==> src/rtl/hazard_scoreboard_pkg.sv <==
// Shared types for the decode interlock / bypass-select scoreboard.
package hazard_scoreboard_pkg;

    localparam int DEF_NREG    = 32;
    localparam int DEF_MAX_LAT = 4;
    localparam int DEF_AW      = $clog2(DEF_NREG);
    localparam int DEF_LW      = $clog2(DEF_MAX_LAT + 1);

    typedef enum logic {
        FWD_RF = 1'b0,
        FWD_WB = 1'b1
    } FwdSel;

    typedef struct packed {
        logic                valid;
        logic                wen;
        logic [DEF_AW-1:0]   rd;
        logic [DEF_LW-1:0]   lat;
    } IssueReq;

endpackage

==> src/rtl/hazard_scoreboard_wb_slot_shifter.sv <==
// Writeback slot queue: slot k holds the write that retires k edges from now.
module wb_slot_shifter #(
    parameter int MAX_LAT = 4,
    parameter int AW      = 5,
    parameter int LW      = 3
) (
    input  logic               clk,
    input  logic               rst_n,
    input  logic               hold,
    input  logic               flush,
    input  logic               ins_valid,
    input  logic [LW-1:0]      ins_lat,
    input  logic [AW-1:0]      ins_addr,
    output logic [MAX_LAT-1:1] slot_busy,
    output logic               wb_valid,
    output logic [AW-1:0]      wb_addr,
    output logic [LW:0]        pending
);

    logic [MAX_LAT-1:0] v_vec;
    logic [AW-1:0]      a_vec [MAX_LAT];

    genvar gi;
    generate
        for (gi = 0; gi < MAX_LAT; gi++) begin : g_slot
            logic          v_reg, v_next, v_up;
            logic [AW-1:0] a_reg, a_next, a_up;

            if (gi == MAX_LAT - 1) begin : g_top
                assign v_up = 1'b0;
                assign a_up = '0;
            end else begin : g_mid
                assign v_up = v_vec[gi+1];
                assign a_up = a_vec[gi+1];
            end

            // Empty slots always carry address 0 so wb_addr reads 0 when idle.
            always_comb begin
                v_next = v_reg;
                a_next = a_reg;
                if (flush) begin
                    v_next = 1'b0;
                    a_next = '0;
                end else if (!hold) begin
                    if (ins_valid && ins_lat == LW'(gi + 1)) begin
                        v_next = 1'b1;
                        a_next = ins_addr;
                    end else begin
                        v_next = v_up;
                        a_next = a_up;
                    end
                end
            end

            always_ff @(posedge clk or negedge rst_n) begin
                if (!rst_n) begin
                    v_reg <= 1'b0;
                    a_reg <= '0;
                end else begin
                    v_reg <= v_next;
                    a_reg <= a_next;
                end
            end

            assign v_vec[gi] = v_reg;
            assign a_vec[gi] = a_reg;
        end
    endgenerate

    assign slot_busy = v_vec[MAX_LAT-1:1];
    assign wb_valid  = v_vec[0];
    assign wb_addr   = a_vec[0];

    always_comb begin
        pending = '0;
        for (int k = 0; k < MAX_LAT; k++) begin
            pending = pending + (LW+1)'(v_vec[k]);
        end
    end

endmodule

==> src/rtl/hazard_scoreboard.sv <==
// Decode interlock: per-register pending-latency counters, RAW/WAW/port hazards
// and per-read-port bypass select.
module hazard_scoreboard
    import hazard_scoreboard_pkg::*;
#(
    parameter int  NREG    = 32,
    parameter int  NREAD   = 2,
    parameter int  MAX_LAT = 4,
    localparam int AW      = $clog2(NREG),
    localparam int LW      = $clog2(MAX_LAT + 1)
) (
    input  logic                clk,
    input  logic                rst_n,
    input  logic                issue_valid,
    input  logic                issue_wen,
    input  logic [AW-1:0]       issue_rd,
    input  logic [LW-1:0]       issue_lat,
    input  logic [NREAD*AW-1:0] issue_rs_addr,
    input  logic [NREAD-1:0]    issue_rs_used,
    input  logic                hold,
    input  logic                flush,
    output logic                stall,
    output logic [NREAD-1:0]    fwd_sel,
    output logic                wb_valid,
    output logic [AW-1:0]       wb_addr,
    output logic [LW:0]         pending,
    output logic                lat_err
);

    logic [LW-1:0]      cnt_vec [NREG];
    logic [NREAD-1:0]   raw_hit;
    logic [MAX_LAT-1:1] conflict_hit;
    logic [MAX_LAT-1:1] slot_busy;
    logic               lat_ok, rd_tracked, waw, conflict, accept_wr;

    assign lat_ok     = (issue_lat != '0) && (issue_lat <= LW'(MAX_LAT));
    assign lat_err    = issue_valid && !lat_ok;
    assign rd_tracked = issue_wen && (issue_rd != '0);

    // Counters live in the post-edge frame: a new write of latency L retires
    // L+1 edges from now, so an older write with cnt <= L retires first.
    assign waw      = rd_tracked && (cnt_vec[issue_rd] > issue_lat);
    assign conflict = rd_tracked && (|conflict_hit);
    assign stall    = issue_valid && ((|raw_hit) || waw || conflict || !lat_ok);
    assign accept_wr = issue_valid && !stall && !hold && !flush && rd_tracked;

    genvar gi;
    generate
        for (gi = 0; gi < NREAD; gi++) begin : g_port
            logic [AW-1:0] rs;
            assign rs          = issue_rs_addr[gi*AW +: AW];
            assign raw_hit[gi] = issue_rs_used[gi] && (rs != '0) && (cnt_vec[rs] >= LW'(2));
            assign fwd_sel[gi] = ((rs != '0) && (cnt_vec[rs] == LW'(1))) ? FWD_WB : FWD_RF;
        end

        // The insert lands after the shift, so it collides with whatever
        // currently sits one slot above its latency.
        for (gi = 1; gi < MAX_LAT; gi++) begin : g_conf
            assign conflict_hit[gi] = (issue_lat == LW'(gi)) && slot_busy[gi];
        end

        for (gi = 0; gi < NREG; gi++) begin : g_cnt
            if (gi == 0) begin : g_zero
                assign cnt_vec[gi] = '0;
            end else begin : g_track
                logic [LW-1:0] cnt_reg;
                always_ff @(posedge clk or negedge rst_n) begin
                    if (!rst_n) begin
                        cnt_reg <= '0;
                    end else if (flush) begin
                        cnt_reg <= '0;
                    end else if (!hold) begin
                        if (accept_wr && issue_rd == AW'(gi)) begin
                            cnt_reg <= issue_lat;
                        end else if (cnt_reg != '0) begin
                            cnt_reg <= cnt_reg - LW'(1);
                        end
                    end
                end
                assign cnt_vec[gi] = cnt_reg;
            end
        end
    endgenerate

    wb_slot_shifter #(
        .MAX_LAT (MAX_LAT),
        .AW      (AW),
        .LW      (LW)
    ) u_slots (
        .clk       (clk),
        .rst_n     (rst_n),
        .hold      (hold),
        .flush     (flush),
        .ins_valid (accept_wr),
        .ins_lat   (issue_lat),
        .ins_addr  (issue_rd),
        .slot_busy (slot_busy),
        .wb_valid  (wb_valid),
        .wb_addr   (wb_addr),
        .pending   (pending)
    );

endmodule

==> config.mk <==
export PLATFORM = sky130hd
export DESIGN_NAME = hazard_scoreboard
export DESIGN_NICKNAME = d
export VERILOG_FILES = /design/src/rtl/hazard_scoreboard_pkg.sv /design/src/rtl/hazard_scoreboard_wb_slot_shifter.sv /design/src/rtl/hazard_scoreboard.sv
export SDC_FILE = /design/constraint.sdc
export NUM_CORES = 1
export LEC_CHECK = 0
export CORE_AREA = 2 2 148 150
export DETAILED_ROUTE_END_ITERATION = 8
export DIE_AREA = 0 0 150 152
export GPL_ROUTABILITY_DRIVEN = 0
export HOLD_SLACK_MARGIN = 0.1
export PLACE_DENSITY = 0.66
export SKIP_LAST_GASP = 1
export SYNTH_ARGS = -nofsm -noshare
export SYNTH_HDL_FRONTEND = slang
export SYNTH_SLANG_ARGS = --single-unit
export TNS_END_PERCENT = 10
==> constraint.sdc <==
create_clock -name clk -period 14.12 [get_ports clk]
set_clock_uncertainty 0.1 [all_clocks]
set_input_delay 3.53 -clock clk [delete_from_list [all_inputs] [get_ports clk]]
set_output_delay 3.53 -clock clk [all_outputs]
set_load 0.005 [all_outputs]
==> results.toml <==
[outcome]
status = "finished, final reports clean"

[detailed_routing]
vias = 9932
drt_iter0_markers = 1263
drt-pass1-iter-count = 7
avgRoutedWirePerCell_um = 24.0
drc = 0
ant_nets = 0
wl_um = 35100
viasPerCell = 6.80

[worst_setup_path]
cp_max_fo = 34
cpPeakStageDelay_ns = 0.49
cp-end-kind = "output pin"
crit_arrival_ns = 7.40
cp.required_ns = 10.49
path_class = "in -> out"
critPathBufInv = 3
cpMaxStageDelayCell = "mux4_2"
startpoint_type = "input pin"
cp_common_cell = "clkdlybuf4s50_1"
path_cells = "clkdlybuf4s50_1, buf_4, nor2b_1, a22o_1, mux4_2, mux2_2, ha_1, a211o_1, a21oi_1, nor2_1, o31a_1, clkdlybuf4s50_1"
cp_top_family = "buffers and inverters"

[grt]
grt_overflow = 0
grt_pass1_wl_um = 54600
grt_max_degree = 72
antenna_found_initial = 0
grt_pass1_vias = 9488
track_usage_pct = 31.3

[placement]
dp.cells = 1434
place_hpwl_um = 24100
io_buffer_count = 38
dpl_cell_area_um2 = 10900

[synth]
synth.avg_cell_area_um2 = 8.74
synthCells = 1186
synth_edf_count = 0
synth-async-reset-ratio_pct = 100
netlist_area_um2 = 10400
seq_area_frac_synth_pct = 28.2
synth_ff_type = "dfrtp_1"
ys_ff_latch = 117
ys_types = 75
synth-warning-count = 0
syn_nets = 1281

[finish]
final_cell_area_um2 = 11400
mostFrequentLayoutCells = "inv_1, dfrtp_1, nor3_1, nand2_1, o21ai_0"
final_core_util_pct = 53.5
area_growth_pct = 10.2
layout.cells.non_filler = 1461
layout_commonest_cell = "inv_1"
n_antenna_cell = 0
drive_gt1_share_pct = 12.7
largest_reg_flops = 93
finalNetCount = 1268

[cts]
cts_repair_resize_count = 0
clk-insertion-delay-late_ns = 0.43
hold_buffers = 0
htreeDepth = 4
clk_pin_slew_ns = 0.05
cts_sinks = 117
clock_path_buffers = 2
cts-root-buf = "clkbuf_16"
post-cts-setup-buffers = 0
cts_buffers = 17
cts_tree = "built"

[timing]
worstMarginPinSlew_ns = 1.16
finalCritPeriodShare_pct = 78.1
rsz0062_at_grt = "false"
max_slew_margin_pct = 22.5
max_freq_mhz = 90.7
setup_viol = 0
hold_viol_final = 0
fin_setup_tns_ns = 0
slew_viol_final = 0
fin_crit_ns = 11.03

[power_and_ir_drop]
power_leakage_uw = 0.00473
powerDensity_nw_per_um2 = 178
vdd_drop_max_uv = 101

[floorplan]
die_h_um = 152
core-area_um2 = 21400
pin_count = 40
die_w_um = 150
rows = 54
die_area_um2 = 22800
initial_core_util_pct = 48.6

[worst_hold_path]
hp-class = "reg -> reg"

[job]
drv_cap = 0
-- layout make-up --
type / count / area, µm²
tap: 280 / 350
multi-input combinational: 856 / 6590
inverter: 120 / 450
timing repair buffer: 61 / 541
clock buffer: 22 / 494
clock inverter: 5 / 75.1
fill: 1997 / 9920
sequential: 117 / 2930
-- cells by family after synthesis --
| logic type | Yosys count | share of synthesized area [%] |
|---|---|---|
| mux | 92 | 14.8 |
| fa+ha+maj | 69 | 8.40 |
| buf+inv | 213 | 8.32 |
| compound gates | 312 | 20.9 |
| other cells | 1 | 0.0362 |
| simple gates | 382 | 19.2 |
| flops | 117 | 28.2 |
-- power by group --
part           total [µW]  switching (µW)  internal, µW
combinational         979             514           465
sequential            628             186           441
clock                 431             154           277
-- cell usage after synthesis, types with 8 or more instances --
cell type / number / area share (%)
mux2i_1: 21 / 2.0
or3_1: 8 / 0.48
inv_1: 118 / 4.3
nand2_1: 77 / 2.8
dfrtp_1: 117 / 28
a22o_1: 15 / 1.3
mux2_2: 24 / 2.6
nand3_1: 10 / 0.48
ha_1: 68 / 8.2
a211oi_1: 8 / 0.58
clkbuf_1: 59 / 2.1
nor3b_1: 16 / 1.2
a21o_1: 33 / 2.4
nor3_1: 91 / 4.4
a31oi_1: 14 / 0.84
and3_1: 14 / 0.84
mux4_2: 47 / 10
a22oi_1: 10 / 0.72
buf_2: 21 / 1.0
a21oi_1: 55 / 2.7
nor2b_1: 18 / 1.1
o221ai_1: 18 / 1.5
a2111oi_0: 12 / 1.0
o21ai_0: 73 / 3.5
nand4_1: 36 / 2.2
nor4_1: 16 / 0.97
nor2_1: 66 / 2.4
-- through the flow --
step | hold slack (ns) | worst slack [ns] | power, µW
2_1_floorplan | 0.375 | 3.90 | 1310
3_3_place_gp | 0.390 | 3.21 | 1550
3_5_place_dp | 0.395 | 3.15 | 1580
4_1_cts | 0.411 | 3.13 | 2020
5_1_grt | 0.414 | 2.96 | 2190
6_report | 0.407 | 3.09 | 2040
-- worst paths after layout --
kind | startpoint | to | slack, ns | cells past startpoint
max | issue_rd[1] | stall | 3.09 | 12
max reg2reg | g_cnt[11].g_track.cnt_reg[1] | g_cnt[7].g_track.cnt_reg[2] | 9.40 | 11
min in group asynchronous | rst_n | g_cnt[17].g_track.cnt_reg[2] | 3.02 | 1
max in group asynchronous | rst_n | u_slots.wb_addr[3] | 9.48 | 2
min reg2reg | u_slots.g_slot[2].a_up[4] | u_slots.g_slot[2].a_up[4] | 0.41 | 1
min | u_slots.g_slot[2].a_up[4] | u_slots.g_slot[2].a_up[4] | 0.41 | 1
-- routing by layer --
| metal | up-vias | global-route usage (%) | wire [µm] |
|---|---|---|---|
| met4 | 0 | 16.4 | 1850 |
| met2 | 575 | 46.7 | 15800 |
| li1 | 4433 | - | - |
| met5 | - | 0 | 0 |
| met3 | 149 | 8.80 | 3590 |
| met1 | 4775 | 41.1 | 13800 |
Power figures use the tool's default switching activity.
